`src/rtl/vector_sweeper_pkg.sv`:
```
// Shared constants and FSM state type for the six-input vector sweeper.
package vector_sweeper_pkg;

    localparam int NVEC   = 64;
    localparam int IDX_W  = 6;
    localparam int ONES_W = 7;

    typedef enum logic [1:0] {
        IDLE = 2'd0,
        RUN  = 2'd1,
        FIN  = 2'd2
    } state_t;

endpackage

```
`src/rtl/vector_sweeper_settle.sv`:
```
// Settle timer: counts cycles a vector is held and flags the last one.
module settle_timer #(
    parameter int SETTLE = 4
) (
    input  logic CLK,
    input  logic RST,
    input  logic clear,
    input  logic enable,
    output logic last
);

    logic [7:0] count_q;
    logic [7:0] count_d;

    assign last = enable && !clear && (count_q == 8'(SETTLE - 1));

    always_comb begin
        count_d = count_q;
        if (clear) begin
            count_d = '0;
        end else if (enable) begin
            count_d = last ? 8'd0 : count_q + 8'd1;
        end
    end

    always_ff @(posedge CLK or posedge RST) begin
        if (RST) begin
            count_q <= '0;
        end else begin
            count_q <= count_d;
        end
    end

endmodule

```
`src/rtl/vector_sweeper.sv`:
```
// Walks all 64 input vectors through a six-input gate network and captures
// the sampled response per vector, plus a running count of ones.
module vector_sweeper
    import vector_sweeper_pkg::*;
#(
    parameter int SETTLE = 4
) (
    input  logic              CLK,
    input  logic              RST,
    input  logic              START,
    input  logic              Y,
    output logic              A,
    output logic              B,
    output logic              C,
    output logic              D,
    output logic              E,
    output logic              F,
    output logic              BUSY,
    output logic              DONE,
    output logic [NVEC-1:0]   RESULT,
    output logic [ONES_W-1:0] ONES
);

    state_t              state_q, state_d;
    logic [IDX_W-1:0]    idx_q, idx_d;
    logic [IDX_W-1:0]    vec_q, vec_d;
    logic [NVEC-1:0]     result_q, result_d;
    logic [ONES_W-1:0]   ones_q, ones_d;
    logic                start_ok;
    logic                last;

    assign start_ok = START && (state_q != RUN);

    settle_timer #(
        .SETTLE(SETTLE)
    ) u_settle (
        .CLK    (CLK),
        .RST    (RST),
        .clear  (start_ok),
        .enable (state_q == RUN),
        .last   (last)
    );

    always_comb begin
        state_d  = state_q;
        idx_d    = idx_q;
        result_d = result_q;
        ones_d   = ones_q;
        case (state_q)
            IDLE, FIN: begin
                if (START) begin
                    state_d  = RUN;
                    idx_d    = '0;
                    result_d = '0;
                    ones_d   = '0;
                end
            end
            RUN: begin
                // Y is only looked at on the final settle cycle of a vector.
                if (last) begin
                    result_d[idx_q] = Y;
                    ones_d          = ones_q + {{(ONES_W-1){1'b0}}, Y};
                    if (idx_q == IDX_W'(NVEC - 1)) begin
                        state_d = FIN;
                        idx_d   = '0;
                    end else begin
                        idx_d = idx_q + IDX_W'(1);
                    end
                end
            end
            default: state_d = IDLE;
        endcase
        // Stimulus register tracks the next index so A..F change on the same edge as idx.
        vec_d = (state_d == RUN) ? idx_d : '0;
    end

    always_ff @(posedge CLK or posedge RST) begin
        if (RST) begin
            state_q  <= IDLE;
            idx_q    <= '0;
            vec_q    <= '0;
            result_q <= '0;
            ones_q   <= '0;
        end else begin
            state_q  <= state_d;
            idx_q    <= idx_d;
            vec_q    <= vec_d;
            result_q <= result_d;
            ones_q   <= ones_d;
        end
    end

    assign {A, B, C, D, E, F} = vec_q;
    assign BUSY   = (state_q == RUN);
    assign DONE   = (state_q == FIN);
    assign RESULT = result_q;
    assign ONES   = ones_q;

endmodule

```
`config.mk`:
```
export PLATFORM = sky130hd
export DESIGN_NAME = vector_sweeper
export DESIGN_NICKNAME = d
export VERILOG_FILES = /design/src/rtl/vector_sweeper_pkg.sv /design/src/rtl/vector_sweeper_settle.sv /design/src/rtl/vector_sweeper.sv
export SDC_FILE = /design/constraint.sdc
export NUM_CORES = 1
export LEC_CHECK = 0
export ABC_CLOCK_PERIOD_IN_PS = 3700
export BUFFER_PORTS_ARGS = -buffer_cell sky130_fd_sc_hd__buf_2
export CORE_ASPECT_RATIO = 2
export CORE_UTILIZATION = 55
export CTS_CLUSTER_SIZE = 8
export DETAILED_ROUTE_END_ITERATION = 8
export PLACE_DENSITY_LB_ADDON = 0.12
export SYNTH_ARGS = -nofsm -noshare
export SYNTH_HDL_FRONTEND = slang
export SYNTH_SLANG_ARGS = --single-unit
```
`constraint.sdc`:
```
create_clock -name CLK -period 3.7 [get_ports CLK]
set_clock_uncertainty 0.1 [all_clocks]
set_input_delay 0.74 -clock CLK [delete_from_list [all_inputs] [get_ports CLK]]
set_output_delay 0.74 -clock CLK [all_outputs]
set_load 0.01 [all_outputs]
```
==> results of run 1 <==
critical path: cells and delay by family (launching register included):
| kind | cells | cell delay [ns] |
|---|---|---|
| compound gates | 2 | 0.42 |
| fa+ha+maj | 1 | 0.27 |
| flops | 1 | 0.39 |
| simple gates | 2 | 1.49 |
kinds of logic (layout without fill, tap and decap cells):
logic type,Yosys count,count (layout)
multiplexers,1,1
buffers and inverters,45,108
AND/OR/NAND/NOR,118,118
adder cells (fa/ha/maj),4,4
XOR/XNOR,9,9
AO/OA/AOI/OAI,212,212
flip-flops,93,93
registers in the layout (all words and copies together) (netlist names):
register          cells
RESULT               64
ONES                  7
vec_q                 6
state_q               2
u_settle.count_q      8
idx_q                 6
per-layer routing:
layer	GRT usage [%]	vias to the layer above	wire (um)
met5	0	-	0
met4	14.6	0	429
met3	6.64	35	867
met2	54.4	191	6780
met1	40.1	1986	4960
li1	-	1866	-
worst paths after layout:
| check | end | slack [ns] |
|---|---|---|
| worst max-delay path | RESULT[58] | 0.92 |
| min in group CLK | RESULT[48] | 0.39 |
| worst min register to register | RESULT[48] | 0.39 |
| worst max register to register | RESULT[58] | 0.92 |
| worst min-delay path | RESULT[9] | 0.34 |
| max in group asynchronous | u_settle.count_q[3] | 2.32 |
power breakdown:
part           switching [mW]  internal [mW]  leakage [nW]  total [mW]
logic                  0.0242        0.00348          1.04      0.0277
registers                   0           1.02          1.21        1.02
clock network           0.386          0.627         0.163        1.01
cells in the mapped netlist (all sizes together), types with 6 or more instances:
master    n  area, um2
buf       9       48.8
nor3      6       35.0
nor2     14       52.6
o21ai   108        541
nand3    14       70.1
dfrtp    93       2330
a31o     15        131
nor3b     6       50.1
clkbuf   34        128
a31oi     6       37.5
xnor2     7       61.3
a21oi    70        350
nand2    38        143
layout make-up:
cell class / instances / area share [%]
well taps: 96 / 2.29
inverters: 2 / 0.167
flip-flops and latches: 93 / 44.3
repair buffers: 90 / 8.95
multi-input cells: 344 / 38.1
clock inverters: 4 / 1.33
clock buffers: 12 / 4.88
==> impl_metrics.tcl, run 1 <==
set metrics [dict create \
    status "complete, no violations" \
    area_delta_synth_final_pct 16.8 \
    synth_area_um2 4500 \
    hold_class "in2async" \
    final_common_cell "o21ai_0" \
    crit_fanout 16 \
    leakagePower_nw 2.41 \
    clkTransAtPathRegs_ns 0.06 \
    drive_gt1_share_pct 23.9 \
    cts_sinks 93 \
    worst_pin_slew_ns 1.00 \
    cts_buffer_depth 2 \
    die_area_um2 8570 \
    synth-simple-area-share_pct 15.0 \
    period_share_pct 75.2 \
    wl_per_cell_um 20.3 \
    synth_seq_cells 93 \
    regArea_um2 2330 \
    core-area_um2 7940 \
    clock.fmax_mhz 360 \
    final_cell_mix "108 x o21ai_0, 93 x dfrtp_1, 82 x buf_2" \
    drtAntennaViolNets 0 \
    crit_chain "ha_1, or4b_1, nor4_4, a21oi_1, a31o_2" \
    cp-end-kind "register" \
    htreeDepth 3 \
    slowest_delay_ns 0.76 \
    worstSkewPairLatency_ns 0.34 \
    die_w_um 66.0 \
    hold_viol_final 0 \
    antenna_cells 0 \
    layout_min_cycle_time_ns 2.78 \
    place_area_um2 4930 \
    drt-vias-per-instance 6.36 \
    first_pass_iters 7 \
    final_cell_area_um2 5260 \
    io_pins 83 \
    setup_viol 0 \
    yosys.area_share.adder_pct 1.11 \
    setup_ws_ns 0.918 \
    timing.rr.start "u_settle.count_q[0]" \
    slew_headroom_pct 33.1 \
    dp_slack_ns 1.01 \
    drt_iter0_drc 435 \
    dp.cells 625 \
    total_power_mw 2.06 \
    ctsHoldBuffers 0 \
    drc 0 \
    utilization_pct 66.2 \
    critPathRequiredTime_ns 3.84 \
    fin_cells 641 \
    first_global_vias 3773 \
    vdd_ir_drop_max_mv 0.279 \
    grt_overflow 0 \
    fill_cells 679 \
    arrival_ns 2.92 \
    synth_top_family_by_area "compound AO/OA/AOI/OAI gates" \
    setup_tns_ns 0 \
    cts_setup_buffers 0 \
    maxCapViolCount 0 \
    cts_tree "done" \
    multiInputGateArea_um2 2000 \
    cp-startpoint "u_settle.count_q[0]" \
    antenna_found_initial 0 \
    synthXorXnorAreaFrac_pct 1.75 \
    rsz0062_at_grt "no" \
    post_cts_resized 0 \
    numCtsBuffers 9 \
    synth_seq_area_share_pct 51.7 \
    synth_fp_nets 490 \
    synth_edf_count 0 \
    synth.avg_cell_area_um2 9.33 \
    track_usage_pct 32.6 \
    synth-async-reset-ratio_pct 100 \
    place_congestion 0.902 \
    grt_first_pass_wirelength_um 20400 \
    netlist_instances 482 \
    totalWireLength_um 13000 \
    start_util_pct 56.6 \
    cp_slowest_cell "nor4_4" \
    holdWs_ns 0.335 \
    reg2regPathDepth 5 \
    synth.yosys.warnings 0 \
    synth-compound-area-share_pct 26.0 \
    row_count 46 \
    cts_root_buffer "clkbuf_16" \
    synthMuxAreaShare_pct 0.250 \
    port_buffers 82 \
    nets 548 \
    power_density_nw_per_um2 391 \
    synth.distinct_cells 45 \
    crit_path_start_kind "register" \
    hpwlAfterDp_um 8450 \
    finalMaxSlewViolations 0 \
    vias 4078 \
    die_y_um 130 \
    critical_path_class "reg2reg" \
    grt_start_max_net_pins 65 \
    postSynth.topFlopCell "dfrtp_1" \
]
Power figures use the tool's default switching activity.
==> inputs of run 2 (changes only) <==
Settings changed: ABC_CLOCK_PERIOD_IN_PS 3700 to 2520, CORE_UTILIZATION 55 to 50.
Clock period 3.7 ns to 2.52 ns, I/O delays scaled along.
==> run 2 against run 1 <==
- sequential cell count unchanged
- clock-buffer cell count decreased by 3
- critical path depth unchanged
- global-route usage decreased by 4.3 points
- utilization decreased by 4.1 points
- non-clock buffer count increased by 14
- die area increased by 9.8%
- worst setup slack got worse by 0.81 ns
- clock power increased by 36%
- worst hold slack got worse by 0.17 ns
- via count increased by 1.3%
- critical path type unchanged
- largest cell class unchanged
==> impl_metrics.tcl, run 2 (same netlist as run 1, synthesis figures left out) <==
set metrics [dict create \
    reg2regPathDepth 5 \
    worst-r2r-setup-slack_ns 0.11 \
    finalMaxSlewViolations 0 \
    drtAntennaViolNets 0 \
    port_buffers 82 \
    cts_sinks 93 \
    place_congestion 0.871 \
    first_global_vias 3847 \
    arrival_ns 2.55 \
    worstSkewPairLatency_ns 0.35 \
    antenna_found_initial 0 \
    totalWireLength_um 13100 \
    area_delta_synth_final_pct 19.4 \
    cp-end-kind "register" \
    layout_min_cycle_time_ns 2.41 \
    post_cts_resized 0 \
    io_pins 83 \
    grt_first_pass_wirelength_um 20500 \
    crit_fanout 7 \
    timing.rr.start "u_settle.count_q[1]" \
    largest_reg_flops 64 \
    clkTransAtPathRegs_ns 0.07 \
    drive_gt1_share_pct 25.8 \
    cts_tree "done" \
    die_y_um 136 \
    first_pass_iters 6 \
    final_cell_mix "108 x o21ai_0, 93 x dfrtp_1, 82 x buf_2" \
    vdd_ir_drop_max_mv 0.354 \
    ctsHoldBuffers 0 \
    core-area_um2 8650 \
    hold_viol_final 0 \
    nets 562 \
    worst-path-buf-inv 0 \
    start_util_pct 52.0 \
    period_share_pct 95.7 \
    htreeDepth 3 \
    cts_root_buffer "clkbuf_16" \
    track_usage_pct 28.3 \
    rsz0062_at_grt "no" \
    critical_path_class "reg2reg" \
    critPathRequiredTime_ns 2.66 \
    numCtsBuffers 9 \
    drt-vias-per-instance 6.27 \
    crit_path_start_kind "register" \
    status "complete, no violations" \
    leakagePower_nw 2.47 \
    final_common_cell "o21ai_0" \
    grt_start_max_net_pins 94 \
    die_w_um 69.1 \
    die_area_um2 9400 \
    setup_viol 0 \
    cts_buffer_depth 2 \
    fin_cells 659 \
    antenna_cells 0 \
    worst_pin_slew_ns 0.703 \
    reg2reg_to "RESULT[31]" \
    setup_tns_ns 0 \
    cts_setup_buffers 0 \
    dp.cells 643 \
    total_power_mw 2.90 \
    crit_chain "ha_1, or4b_1, o31ai_1, o21ai_0, a32o_1" \
    cp_top_family "compound AO/OA/AOI/OAI gates" \
    clock.fmax_mhz 415 \
    slowest_delay_ns 0.68 \
    cp_slowest_cell "or4b_1" \
    drt_iter0_drc 326 \
    vias 4132 \
    maxCapViolCount 0 \
    row_count 48 \
    hpwlAfterDp_um 8630 \
    drc 0 \
    hold_class "in2async" \
    power_density_nw_per_um2 541 \
    grt_overflow 0 \
    wl_per_cell_um 19.9 \
    slew_headroom_pct 53.2 \
]
-- run 2: cell type report --
class                   instances  area, um2
flip-flops and latches         93       2330
clock inverters                 7       72.6
well taps                     100        125
clock buffers                   9        225
multi-input cells             344       2000
inverters                       2       11.3
repair buffers                104        613
fillers                       779       3280
-- run 2: worst register-to-register path, cell delays in order, from the launching register on --
cell and delay (ns):
dfrtp_1 0.39, ha_1 0.27, or4b_1 0.68, o31ai_1 0.44, o21ai_0 0.18, a32o_1 0.23
-- run 2: worst max-delay path by stage --
stage | start | to | slack, ns | cells past startpoint
5_1_grt | u_settle.count_q[1] | RESULT[31] | 0.01 | 5
3_5_place_dp | u_settle.count_q[0] | RESULT[61] | 0.14 | 6
4_1_cts | u_settle.count_q[0] | RESULT[48] | 0.13 | 5
2_1_floorplan | u_settle.count_q[0] | RESULT[56] | 0.33 | 7
6_report | u_settle.count_q[1] | RESULT[31] | 0.11 | 5
3_3_place_gp | u_settle.count_q[0] | RESULT[59] | 0.21 | 6
-- run 2: report_power, final --
part / leakage, nW / switching (mW) / internal (mW)
Clock: 0.142 / 0.598 / 0.772
Sequential: 1.21 / 0 / 1.49
Combinational: 1.12 / 0.0359 / 0.00653
Total: 2.47 / 0.634 / 2.27
-- run 2: layer usage --
layer | vias up | wire length [um] | part of all wire (%) | track usage (%)
li1 | 1891 | - | - | -
met1 | 2047 | 5030 | 38 | 33.2
met2 | 168 | 7010 | 53 | 49.5
met3 | 26 | 778 | 5.9 | 5.93
met4 | 0 | 302 | 2.3 | 12.2
met5 | - | 0 | 0 | 0
-- run 2: per-stage QoR --
step | hold WS, ns | instance area [um2] | util (%) | setup WS (ns)
after floorplan | 0.367 | 4500 | - | 0.329
after global placement | 0.383 | 5070 | 58.7 | 0.206
after detailed placement | 0.381 | 5070 | 58.7 | 0.145
after CTS | 0.222 | 5370 | 62.1 | 0.133
after global routing | 0.224 | 5370 | 62.1 | 0.0117
final | 0.166 | 5370 | 62.1 | 0.108
